==> config.mk <==
export PLATFORM = sky130hd
export DESIGN_NAME = i2c_master_arbiter
export DESIGN_NICKNAME = d
export VERILOG_FILES = /design/src/rtl/i2c_master_arbiter.sv
export SDC_FILE = /design/constraint.sdc
export NUM_CORES = 1
export LEC_CHECK = 0
export CAP_MARGIN = 20
export CORE_ASPECT_RATIO = 0.6
export CORE_MARGIN = 10
export CORE_UTILIZATION = 35
export CTS_BUF_LIST = sky130_fd_sc_hd__clkbuf_2
export CTS_CLUSTER_DIAMETER = 50
export DETAILED_ROUTE_END_ITERATION = 7
export DONT_BUFFER_PORTS = 1
export PLACE_DENSITY = 0.6
export SYNTH_ARGS = -nofsm -noshare
export SYNTH_HDL_FRONTEND = slang
export SYNTH_SLANG_ARGS = --single-unit
==> constraint.sdc <==
create_clock -name clk -period 2.25 [get_ports clk]
set_input_delay 0.3375 -clock clk [delete_from_list [all_inputs] [get_ports clk]]
set_output_delay 0.3375 -clock clk [all_outputs]
set_load 0.02 [all_outputs]
==> src/rtl/i2c_master_arbiter.sv <==
// Round-robin arbiter sharing one I2C master among NUM_REQ requesters; grant/strobe one cycle after req.
// Optional WAIT watchdog enabled by `define I2C_ARB_TIMEOUT_EN (TIMEOUT_CYCLES).
module i2c_master_arbiter #(
  parameter int NUM_REQ        = 4,
  parameter int START_HOLD     = 2000,
  parameter int TIMEOUT_CYCLES = 1000000
) (
  input  logic                   clk,
  input  logic                   rst,
  input  logic [NUM_REQ-1:0]     req,
  input  logic [NUM_REQ-1:0]     req_rw,
  input  logic [7*NUM_REQ-1:0]   req_addr,
  input  logic [8*NUM_REQ-1:0]   req_data,
  input  logic [1:0]             speed_mode,
  output logic [NUM_REQ-1:0]     grant,
  output logic [NUM_REQ-1:0]     rsp_valid,
  output logic [7:0]             rsp_data,
  output logic                   rsp_ack_error,
  output logic                   rsp_timeout,
  output logic                   busy,
  output logic                   m_write,
  output logic                   m_read,
  output logic [6:0]             m_addr,
  output logic [7:0]             m_data_wr,
  output logic [1:0]             m_speed_mode,
  input  logic [7:0]             m_data_rd,
  input  logic                   m_done,
  input  logic                   m_ack_error
);

  localparam int IW  = (NUM_REQ > 1) ? $clog2(NUM_REQ) : 1;
  localparam int IW1 = IW + 1;
  localparam int HW  = $clog2(START_HOLD + 1);
  localparam logic [IW:0]        NREQ_W    = IW1'(NUM_REQ);
  localparam logic [IW-1:0]      LAST_IDX  = IW'(NUM_REQ - 1);
  localparam logic [HW-1:0]      HOLD_LAST = HW'(START_HOLD - 1);
  localparam logic [NUM_REQ-1:0] ONE_HOT0  = NUM_REQ'(1);

  typedef enum logic [1:0] {S_IDLE, S_ISSUE, S_WAIT, S_RESP} state_t;

  state_t          r_state;
  logic [IW-1:0]   r_rr_ptr;
  logic [IW-1:0]   r_win;
  logic            r_rw;
  logic [HW-1:0]   r_hold;
  logic            r_done_q;

  logic            w_found;
  logic [IW-1:0]   w_win;
  logic [IW:0]     w_cand;
  logic            w_rw;
  logic [6:0]      w_addr;
  logic [7:0]      w_data;
  logic            w_done_edge;
  logic            w_to_hit;

  // First requesting index at or above r_rr_ptr, wrapping modulo NUM_REQ
  always_comb begin
    w_found = 1'b0;
    w_win   = '0;
    w_cand  = '0;
    for (int i = 0; i < NUM_REQ; i++) begin
      w_cand = {1'b0, r_rr_ptr} + IW1'(i);
      if (w_cand >= NREQ_W) w_cand = w_cand - NREQ_W;
      if (!w_found && req[w_cand[IW-1:0]]) begin
        w_found = 1'b1;
        w_win   = w_cand[IW-1:0];
      end
    end
  end

  always_comb begin
    w_rw   = 1'b0;
    w_addr = '0;
    w_data = '0;
    for (int i = 0; i < NUM_REQ; i++) begin
      if (w_win == IW'(i)) begin
        w_rw   = req_rw[i];
        w_addr = req_addr[7*i +: 7];
        w_data = req_data[8*i +: 8];
      end
    end
  end

  assign w_done_edge  = m_done & ~r_done_q;
  assign m_speed_mode = speed_mode;

`ifdef I2C_ARB_TIMEOUT_EN
  localparam int TW = $clog2(TIMEOUT_CYCLES + 1);
  localparam logic [TW-1:0] TO_LAST = TW'(TIMEOUT_CYCLES - 1);
  logic [TW-1:0] r_to_cnt;
  assign w_to_hit = (r_to_cnt == TO_LAST);
`else
  assign w_to_hit    = 1'b0;
  assign rsp_timeout = 1'b0;
`endif

  always_ff @(posedge clk or negedge rst) begin
    if (!rst) begin
      r_state       <= S_IDLE;
      r_rr_ptr      <= '0;
      r_win         <= '0;
      r_rw          <= 1'b0;
      r_hold        <= '0;
      r_done_q      <= 1'b0;
      grant         <= '0;
      rsp_valid     <= '0;
      rsp_data      <= '0;
      rsp_ack_error <= 1'b0;
      busy          <= 1'b0;
      m_write       <= 1'b0;
      m_read        <= 1'b0;
      m_addr        <= '0;
      m_data_wr     <= '0;
`ifdef I2C_ARB_TIMEOUT_EN
      rsp_timeout   <= 1'b0;
      r_to_cnt      <= '0;
`endif
    end else begin
      r_done_q <= m_done;
      case (r_state)
        S_IDLE: begin
          if (w_found) begin
            r_win     <= w_win;
            r_rw      <= w_rw;
            m_addr    <= w_addr;
            m_data_wr <= w_data;
            grant     <= ONE_HOT0 << w_win;
            m_write   <= ~w_rw;
            m_read    <= w_rw;
            busy      <= 1'b1;
            r_hold    <= '0;
            r_state   <= S_ISSUE;
          end
        end
        S_ISSUE: begin
          if (r_hold == HOLD_LAST) begin
            m_write <= 1'b0;
            m_read  <= 1'b0;
            r_state <= S_WAIT;
`ifdef I2C_ARB_TIMEOUT_EN
            r_to_cnt <= '0;
`endif
          end else begin
            r_hold <= r_hold + HW'(1);
          end
        end
        S_WAIT: begin
          // Only a fresh 0->1 of m_done counts; a level left high from ISSUE does not
          if (w_done_edge) begin
            rsp_valid     <= grant;
            rsp_data      <= r_rw ? m_data_rd : 8'h00;
            rsp_ack_error <= m_ack_error;
`ifdef I2C_ARB_TIMEOUT_EN
            rsp_timeout   <= 1'b0;
`endif
            r_state       <= S_RESP;
          end else if (w_to_hit) begin
            rsp_valid     <= grant;
            rsp_data      <= 8'h00;
            rsp_ack_error <= 1'b1;
`ifdef I2C_ARB_TIMEOUT_EN
            rsp_timeout   <= 1'b1;
`endif
            r_state       <= S_RESP;
          end
`ifdef I2C_ARB_TIMEOUT_EN
          else begin
            r_to_cnt <= r_to_cnt + TW'(1);
          end
`endif
        end
        S_RESP: begin
          rsp_valid <= '0;
          grant     <= '0;
          busy      <= 1'b0;
          r_rr_ptr  <= (r_win == LAST_IDX) ? '0 : r_win + IW'(1);
          r_state   <= S_IDLE;
        end
        default: r_state <= S_IDLE;
      endcase
    end
  end

endmodule

==> flow_metrics.py <==
metrics = {
    "run_status": {
        "run_status": "completed",
    },
    "logic_synthesis": {
        "avgSynthCellArea_sq_um": 9.83,
        "synth_edf_count": 0,
        "synthCells": 306,
        "yosysSeqAreaShare": 0.449,
        "ys_types": 44,
        "synth.cell_area_sq_um": 3010,
        "synth-seq-cells": 54,
        "synthArstFlopShare": 1.00,
        "synthesis.nets": 394,
        "yosys_warnings": 0,
        "synth_ff_type": "dfrtp_1",
    },
    "clocking": {
        "cts.sinks": 54,
        "clk_latency_ps": 460,
        "postCtsSetupRepairBufs": 0,
        "path_clk_slew_ps": 280,
        "htreeDepth": 2,
        "clockBufferDepth": 2,
        "cts_tree": "done",
        "numCtsBuffers": 5,
        "cts_root_buf": "clkbuf_2",
    },
    "route": {
        "drtIter0Drc": 244,
        "finalWirelength_um": 8170,
        "via_per_inst": 5.31,
        "ant_nets": 0,
        "dr.pass1.iters": 4,
        "vias": 2343,
        "wl_per_cell_um": 18.5,
        "drc_errors": 0,
    },
    "layout": {
        "final_cell_mix": "dfrtp_1 (54), nand2_1 (40), nor2_1 (32)",
        "drive_gt1_frac": 0.161,
        "stdcell_area_sq_um": 3390,
        "fin_cells": 441,
        "nNetsFinal": 416,
        "area_growth_pct": 12.8,
        "final_common_cell": "dfrtp_1",
        "fin_util": 0.403,
        "antenna_cells": 0,
        "nFillCells": 808,
    },
    "worst_setup_path": {
        "cp_slowest_cell": "dfrtp_1",
        "path_delay_family": "flip-flops",
        "cpPeakStageDelay_ps": 470,
        "required_ps": 2580,
        "worst_setup_path_start_kind": "register",
        "arrival_ps": 2400,
        "path_cells": "inv_1, ha_1, buf_4, nor2_1, a2111oi_0, buf_4, nor2b_1, xnor2_1, nor2_1",
        "end_kind": "register",
        "path_buf_inv": 3,
        "worstSetupPathType": "register to register",
        "cp_max_fo": 9,
    },
    "job": {
        "maxCapViolCount": 0,
    },
    "sta": {
        "setup_violations": 0,
        "period_needed_ps": 2070,
        "period_share": 0.919,
        "slew_headroom": 0.542,
        "rsz0062_at_grt": "no",
        "fin_hold_ws_ps": 83.7,
        "fmax_mhz": 484,
        "tightest_slew_ps": 684,
        "hold_viol": 0,
        "setup_tns_ps": 0,
        "fin_skew_ps": 31.9,
        "report.final.slew_viol_count": 0,
    },
    "placed_design": {
        "dp.cells": 421,
        "place_area_sq_um": 3210,
        "dp_hpwl_um": 6350,
        "io_buffers": 0,
        "gp_congestion": 0.849,
    },
    "pwr": {
        "ir_drop_uv": 163,
        "powerDensity_nw_per_um2": 443,
        "p_leak_nw": 1.49,
    },
    "floorplan": {
        "initial_core_util": 0.357,
        "dieHeight_um": 91.8,
        "num_rows": 26,
        "ios": 120,
        "die_x_um": 140,
        "die_area_sq_um": 12800,
        "core_sq_um": 8430,
    },
    "worst_hold_path": {
        "hp-class": "input port to register",
    },
    "global_route": {
        "antenna_found_initial": 0,
        "grt_max_degree": 55,
        "grt-ovfl-total": 0,
        "grt_pass1_vias": 2311,
        "grt_usage": 0.122,
        "grt_pass1_wl_um": 12900,
    },
}
==> cell type report <==
cell class | instances | area, sq um | share of cell area
well taps | 112 | 140 | 0.0413
inverters | 7 | 26.3 | 0.00774
clock buffers | 6 | 30.0 | 0.00885
clock inverters | 2 | 8.76 | 0.00258
repair buffers | 35 | 310 | 0.0914
flip-flops and latches | 54 | 1350 | 0.398
multi-input cells | 225 | 1530 | 0.450
==> where the power goes <==
part           internal, mW  switching (mW)  leakage [nW]
Combinational        0.0644          0.0779         0.736
Clock                0.0764           0.309        0.0304
Sequential            0.974        0.000311         0.727
Total                  1.11           0.388          1.49
==> metal layers <==
| metal | vias to the layer above | part of all wire | track usage |
|---|---|---|---|
| met5 | - | 0 | 0 |
| met4 | 0 | 0.0098 | 0.0274 |
| met3 | 10 | 0.070 | 0.0448 |
| met2 | 51 | 0.47 | 0.188 |
| met1 | 1151 | 0.45 | 0.159 |
| li1 | 1131 | - | - |
==> final timing paths <==
path	startpoint	end	slack, ps	cells after the start
max	r_state[0]$_DFFE_PN0P_	r_hold[10]$_DFFE_PN0P_	180	9
min	req_addr[5]	m_addr[5]$_DFFE_PN0P_	80	2
max reg2reg	r_state[0]$_DFFE_PN0P_	r_hold[10]$_DFFE_PN0P_	180	9
min reg2reg	r_win[1]$_DFFE_PN0P_	r_win[1]$_DFFE_PN0P_	530	2
max in group asynchronous	rst	rsp_data[6]$_DFFE_PN0P_	1660	2
min in group asynchronous	rst	m_addr[1]$_DFFE_PN0P_	320	2
==> kinds of logic (layout without fill, tap and decap cells) <==
logic type / count (synthesis) / in the layout / share of synthesized area
buf+inv: 27 / 50 / 0.0453
other cells: 1 / 1 / 0.00125
flops: 54 / 54 / 0.449
xor+xnor: 9 / 9 / 0.0262
fa+ha+maj: 6 / 6 / 0.0250
compound gates: 61 / 61 / 0.176
mux: 20 / 20 / 0.0674
simple gates: 128 / 128 / 0.209
==> synth_stat cells (all sizes together), types with 3 or more instances <==
master / n / share of area
dfrtp: 54 / 0.45
nand2: 40 / 0.050
nor2: 33 / 0.041
a211oi: 28 / 0.088
mux2i: 18 / 0.060
nand3: 16 / 0.027
nor3b: 15 / 0.037
buf: 10 / 0.024
clkbuf: 10 / 0.012
nor2b: 9 / 0.019
o21ai: 8 / 0.013
inv: 7 / 0.0087
a21oi: 6 / 0.010
ha: 6 / 0.025
xor2: 6 / 0.017
a32o: 5 / 0.017
a2111oi: 3 / 0.015
o221ai: 3 / 0.0087
xnor2: 3 / 0.0087
==> per-stage QoR <==
step | setup WS [ps] | power, mW
6_report | 182 | 1.50
5_1_grt | 13.7 | 1.57
4_1_cts | 6.87 | 1.51
3_5_place_dp | 31.6 | 1.09
3_3_place_gp | 118 | 1.09
2_1_floorplan | 161 | 1.08
==> sequential cells by signal, summed over array words and instances (netlist names), 2 cells and up <==
register   flops
m_data_wr      8
m_addr         7
r_hold        11
rsp_valid      4
grant          4
r_rr_ptr       2
r_state        2
rsp_data       8
r_win          2
==> what timing repair did <==
| action | in CTS | in global routing |
|---|---|---|
| endpoints found under the hold margin | 63 | 1 |
| resized for setup | 0 | 3 |
| endpoints found under the setup margin | 0 | 13 |
| hold buffers | 11 | 1 |
Note: power is estimated with default switching activity, not from simulation.
